File: config.mk
export PLATFORM = sky130hd
export DESIGN_NAME = sparc_register_file
export DESIGN_NICKNAME = d
export VERILOG_FILES = /design/src/rtl/sparc_register_file.sv
export SDC_FILE = /design/constraint.sdc
export NUM_CORES = 2
export LEC_CHECK = 0
export ABC_AREA = 1
export CORE_MARGIN = 2
export CORE_UTILIZATION = 63
export CTS_BUF_LIST = sky130_fd_sc_hd__clkbuf_4 sky130_fd_sc_hd__clkbuf_8 sky130_fd_sc_hd__clkbuf_16
export DETAILED_ROUTE_END_ITERATION = 8
export GPL_TIMING_DRIVEN = 1
export PLACE_DENSITY = 0.85
export SLEW_MARGIN = 20
export SYNTH_ARGS = -nofsm -noshare
export SYNTH_HDL_FRONTEND = slang
export SYNTH_SLANG_ARGS = --single-unit
File: constraint.sdc
create_clock -name Clk -period 40.8 [get_ports Clk]
set_input_delay 8.16 -clock Clk [delete_from_list [all_inputs] [get_ports Clk]]
set_output_delay 8.16 -clock Clk [all_outputs]
set_load 0.02 [all_outputs]
File: src/rtl/sparc_register_file.sv
// sparc_register_file
//   32 x 32-bit general-purpose register file for the SPARC datapath.
//   r0 is hardwired to zero: writes to it are dropped and reads of it return 0.
//   Three independent combinational read ports. One synchronous write port.
//   Reads have no bypass: a register being written shows its old value until
//   the rising edge, and the new value immediately after it.
//
// Ports
//   Clk    in   1           clock; writes occur on the rising edge
//   Reset  in   1           asynchronous active-high reset (clears r1..r31)
//   PA     out  DATA_WIDTH  read data for register RA
//   PB     out  DATA_WIDTH  read data for register RB
//   PD     out  DATA_WIDTH  read data for register RD (store data)
//   PW     in   DATA_WIDTH  write data
//   RW     in   ADDR_WIDTH  write register address
//   RA     in   ADDR_WIDTH  read address, port A
//   RB     in   ADDR_WIDTH  read address, port B
//   RD     in   ADDR_WIDTH  read address, port D
//   LE     in   1           load enable (active-high write enable)

module sparc_register_file #(
  parameter int unsigned DATA_WIDTH = 32,
  parameter int unsigned ADDR_WIDTH = 5,
  parameter int unsigned NUM_REGS   = 32
) (
  input  logic                  Clk,
  input  logic                  Reset,
  output logic [DATA_WIDTH-1:0] PA,
  output logic [DATA_WIDTH-1:0] PB,
  output logic [DATA_WIDTH-1:0] PD,
  input  logic [DATA_WIDTH-1:0] PW,
  input  logic [ADDR_WIDTH-1:0] RW,
  input  logic [ADDR_WIDTH-1:0] RA,
  input  logic [ADDR_WIDTH-1:0] RB,
  input  logic [ADDR_WIDTH-1:0] RD,
  input  logic                  LE
);

  // Only r1..r(NUM_REGS-1) have storage; r0 is a constant zero.
  logic [DATA_WIDTH-1:0] regs_q [1:NUM_REGS-1];
  logic [DATA_WIDTH-1:0] regs_d [1:NUM_REGS-1];
  logic [NUM_REGS-1:0]   we_dec;

  // Write address decoder gated by LE. Bit 0 is never used, so r0 writes vanish.
  always_comb begin
    we_dec = '0;
    for (int unsigned i = 1; i < NUM_REGS; i++) begin
      if (LE && (RW == ADDR_WIDTH'(i))) begin
        we_dec[i] = 1'b1;
      end
    end
  end

  always_comb begin
    for (int unsigned i = 1; i < NUM_REGS; i++) begin
      regs_d[i] = we_dec[i] ? PW : regs_q[i];
    end
  end

  always_ff @(posedge Clk or posedge Reset) begin
    if (Reset) begin
      for (int unsigned i = 1; i < NUM_REGS; i++) begin
        regs_q[i] <= '0;
      end
    end else begin
      for (int unsigned i = 1; i < NUM_REGS; i++) begin
        regs_q[i] <= regs_d[i];
      end
    end
  end

  // 32:1 read mux; address 0 falls through to the zero default.
  function automatic logic [DATA_WIDTH-1:0] read_reg(input logic [ADDR_WIDTH-1:0] addr);
    logic [DATA_WIDTH-1:0] val;
    val = '0;
    for (int unsigned i = 1; i < NUM_REGS; i++) begin
      if (addr == ADDR_WIDTH'(i)) begin
        val = regs_q[i];
      end
    end
    return val;
  endfunction

  always_comb begin
    PA = read_reg(RA);
    PB = read_reg(RB);
    PD = read_reg(RD);
  end

endmodule

=== Word-level counts from Yosys, hierarchy flattened ===
Cells that the tools add are included.
Widths: inputs -> output; s select.

* Bits of input ports: 55
* Bits in registers: 992
* ROM bits: 0
* Memory bits (writable): 0
* Memories: 0
* Bits in latches: 0

* Bitwise operators: 0
* Order comparisons: 0
* Div/mod/pow operators: 0
* Multiplexer cells: 124
* Shifts and indexed selects: 0
* $add $sub $neg: 0
* Eq/ne operators: 124
* Multiply operators: 0
* Reduce and logical (&&, ||, !) cells: 31

{| class="wikitable"
|+ Operator list
! kind !! count
|-
| $mux 32 || 93
|-
| $eq 5x5->1 const B || 64
|-
| $eq 5x4->1 const B || 32
|-
| $eq 5x3->1 const B || 16
|-
| $eq 5x2->1 const B || 8
|-
| $logic_and 1x1->1 || 31
|-
| $mux 1 || 31
|-
| $eq 5x1->1 const B || 4
|}

=== Longest topological paths before layout ===
* Depth in word-level cells: 32
* Gate-level depth with buffers: 23
* Depth with buffers taken out: 22

=== Least setup slack after synthesis ===
OpenSTA, ideal clock, no wires.

* Kind: input-to-output
* From: input RB[1]
* To: output PB[11]
* Path slack: 22.576 ns
* Required time: 32.640 ns
* Stages on the path: 21
* Arrival: 10.064 ns
* Cells stage by stage: buf_4 > nand2_4 > inv_1 > buf_6 > buf_6 > nand4_1 > nand3_1 > nor2_1 > nand4_1 > nor2_1 > nand4_1 > nor2_1 > nand4_1 > nor2_1 > nand4_1 > nor2_1 > nand4_1 > nor2_1 > nand4_1 > nor2_1 > nand4_1

* Word-level cells in the longest chain between the ends: 32
* Elaborated cells on any way between the ends: 62
* Those cells by class: eq/ne (31); mux (31)

{| class="wikitable"
|+ RTL lines
! item !! line !! RTL
|-
| start, declared || 34 || <nowiki>input logic [ADDR_WIDTH-1:0] RB,</nowiki>
|-
| $eq 5x1->1 || 77 || <nowiki>if (addr == ADDR_WIDTH'(i)) begin</nowiki>
|-
| $mux 32 (30 in a row) || 77 ||
|-
| $mux 32 * || 77 ||
|-
| end, declared || 29 || <nowiki>output logic [DATA_WIDTH-1:0] PB,</nowiki>
|}

Every way passes the cells marked *; elsewhere a longest branch is shown, timed or not.

=== Worst setup path after layout ===
* From: input RA[4]
* To: output PA[27]

* Word-level cells in the longest chain between the ends: 32
* Elaborated cells on any way between the ends: 62
* Those cells by class: eq/ne (31); mux (31)

{| class="wikitable"
|+ RTL lines
! item !! line !! RTL
|-
| start, declared || 33 || <nowiki>input logic [ADDR_WIDTH-1:0] RA,</nowiki>
|-
| $eq 5x1->1 || 77 ||
|-
| $mux 32 (30 in a row) || 77 ||
|-
| $mux 32 * || 77 ||
|-
| end, declared || 28 || <nowiki>output logic [DATA_WIDTH-1:0] PA,</nowiki>
|}

Marked as above.

==> metrics.cfg <==
[finish]
fin_nets = 8718
largest_register_ffs = 992
final_layout_size_suffix_gt1_frac = 0.0604
top_regs = regs_q: 992 flops
multi_input_area_um2 = 29400
area_growth_pct = 9.60
fin_util = 0.699
fill_cells = 7617
top_register = regs_q
regArea_um2 = 24800

[cts]
cts_max_level = 3
clk_latency_ns = 0.70
cts_root_buf = clkbuf_16
clock-sinks = 992
numCtsBuffers = 107
cts_setup_buffers = 0
cts_hold_buf = 0
cts_tree = built
cts_resized = 0
path_clk_slew_ns = 0.06
clock_path_buffers = 3

[logic_synthesis]
syn_avg_cell_area_um2 = 6.62
synth_cell_types = 31
muxShareOfSynthArea = 0
syn_inst = 8859
synth_flop_cell = dfrtp_1
synth.most_common_cell = nand2_1
ys_seq_area_frac = 0.423
synth_compound_area_frac = 0.0946
synth_edf_count = 0
yosys.area_share.simple = 0.404
ys_top_cells_by_area = dfrtp_1, nand2_1, nand4_1, o21ai_0, nor2_1
synth_area_um2 = 58700
synth-xor-area-share = 0
yosys_warnings = 0
synth_top_area_frac = 0.423
synth_fp_nets = 8914
synthArstFlopShare = 1.00
synth_fa_ha_area_frac = 0
yosys.area.top_type = dfrtp_1
yosys-top-cells-count = nand2_1, nor2_1, o21ai_0, dfrtp_1, nand4_1
ys_ff_latch = 992
synth_top_family_by_area = simple AND/OR/NAND/NOR gates

[timing]
min_period_ns = 22.23
setup_viol = 0
slew_headroom = 0.186
max_freq_ghz = 0.0450
drv_slew = 0
finalCritPeriodShare = 0.545
tightest_slew_ns = 1.22
grt_setup_unrepaired = false
fin_tns_setup_ns = 0
fin_skew_ns = 0
final_hold_viol_count = 0

[hold_path]
holdPathStages = 2
min_to = regs_q[103]$_DFFE_PP0P_
hp-start = regs_q[103]$_DFFE_PP0P_
min_path_type = reg2reg

[global_route]
gr-max-usage-layer = met2
grt_max_degree = 173
grtUsageMet2 = 0.708
grt_pass1_vias = 61577
use_met1 = 0.625
use_met3 = 0.194
overflow = 0
grt_use_total = 0.503
grt_pass1_wl_um = 365000
antenna_found_initial = 8

[job]
drv_cap = 0

[die]
fp.dieArea_um2 = 95600
rows = 111
die_height_um = 309
start_util = 0.638
coreArea_um2 = 91900
die_w_um = 309
io_pins = 151

[place]
hpwlAfterDp_um = 154000
gp_congestion = 1.03
io_buffers = 150

[critical_path]
end_kind = output port
worst_ep_arrival_time_ns = 14.07
cp_data_required_time_ns = 32.64
crit_family = buffers and inverters
cp-startpoint = RA[4]
criticalPathCategory = in2out
rrSetupSlack_ns = 39.96
slowest_delay_ns = 0.84
cp-start-kind = input pin
cpMostUsedCell = nand2_1
rr_worst_depth = 2
crit_fanout = 62
r2r-start = regs_q[27]$_DFFE_PP0P_
cpMaxStageDelayCell = inv_2
worstPathCellList = clkdlybuf4s50_1, inv_2, buf_4, nand2_2, inv_2, nand2_1, nand2_1, nand4_1, nor2_1, nand4_1, nor2_1, nand4_1, nor2_1, nand4_1, nand2_1, nand3_1, nand2_1, nand4_1, nand2_1, nand2_1, clkdlybuf4s50_1
cp.buffers_inverters = 5
worstReg2RegEnd = regs_q[27]$_DFFE_PP0P_

[power_and_ir_drop]
combPwrFrac = 0.184
clock_power_share = 0.352
seqPwrFrac = 0.463
swShare = 0.334
p_leak_nw = 28.5
max-vdd-ir-drop_v = 0.0000428
cell_internal_pwr_mw = 1.95
power_density_nw_per_um2 = 45.6
switching_power_mw = 0.981

[route]
avgRoutedWirePerCell_um = 24.3
drtAntennaViolNets = 0
drtIter0Drc = 12856
routed_via_density = 6.58
drc = 16
dr.pass1.iters = 9
drt_wl_total_um = 242000
dr_total_vias = 65757

[status]
violations = design-rule violations
status = complete, but fails checks

[power by group through the flow]
stage | combinational [mW] | sequential, mW | clock (mW)
after floorplan | 0.334 | 1.31 | 0
after global placement | 0.499 | 1.35 | 0
after detailed placement | 0.517 | 1.36 | 0
after CTS | 0.520 | 1.35 | 1.03
after global routing | 0.592 | 1.38 | 1.07
final | 0.541 | 1.36 | 1.03
[how the worst max path moves through the flow]
stage | end | slack (ns) | cells past startpoint
after floorplan | regs_q[0]$_DFFE_PP0P_ | 4.73 | 1
after global placement | PB[11] | 19.00 | 23
after detailed placement | PB[5] | 18.88 | 23
after CTS | PB[5] | 18.87 | 23
after global routing | PA[12] | 18.51 | 21
final | PA[27] | 18.57 | 21
[logic make-up after synthesis]
kind of cell    after synthesis
simple gates               5594
flops                       992
compound gates             1100
buf+inv                    1173
[cells in the final DEF, fill, tap and decap left out, types with 59 or more instances in the layout]
cell type	n
nand2_1	3266
nor2_1	1166
o21ai_0	1029
dfrtp_1	992
nand4_1	849
inv_1	523
clkdlybuf4s50_1	150
buf_4	145
nand3_1	128
clkbuf_16	108
or2_2	59
a21oi_1	59
[metal layers]
layer / up-vias / share of wire
met5: - / 0.00061
met4: 8 / 0.089
met3: 1651 / 0.17
met2: 6144 / 0.41
met1: 29701 / 0.34
li1: 28253 / -
[cell type report]
class,instances,area share
multi-input combinational,6694,0.458
sequential,992,0.386
clock buffer,148,0.0488
timing repair buffer,299,0.0412
inverter,569,0.0334
tap,1243,0.0242
clock inverter,41,0.00839
antenna,6,0.000233
[worst reg2reg max path: stages, from the launching register on]
cell and delay [ns]:
dfrtp_1 0.42, nand2_1 0.10, o21ai_0 0.14
[per-stage QoR]
step | total power, mW | instances | setup WS, ns | hold WS, ns | instance area [um^2]
final | 2.93 | 9992 | 18.57 | 0.484 | 64300
after global routing | 3.04 | 9990 | 18.51 | 0.507 | 64300
after CTS | 2.89 | 9986 | 18.87 | 0.487 | 64300
after detailed placement | 1.88 | 9797 | 18.88 | 0.473 | 60600
after global placement | 1.85 | 9797 | 19.00 | 0.466 | 60600
after floorplan | 1.65 | 8859 | 4.73 | 0.453 | 58700
No activity file was read; power rests on OpenSTA's default activity.
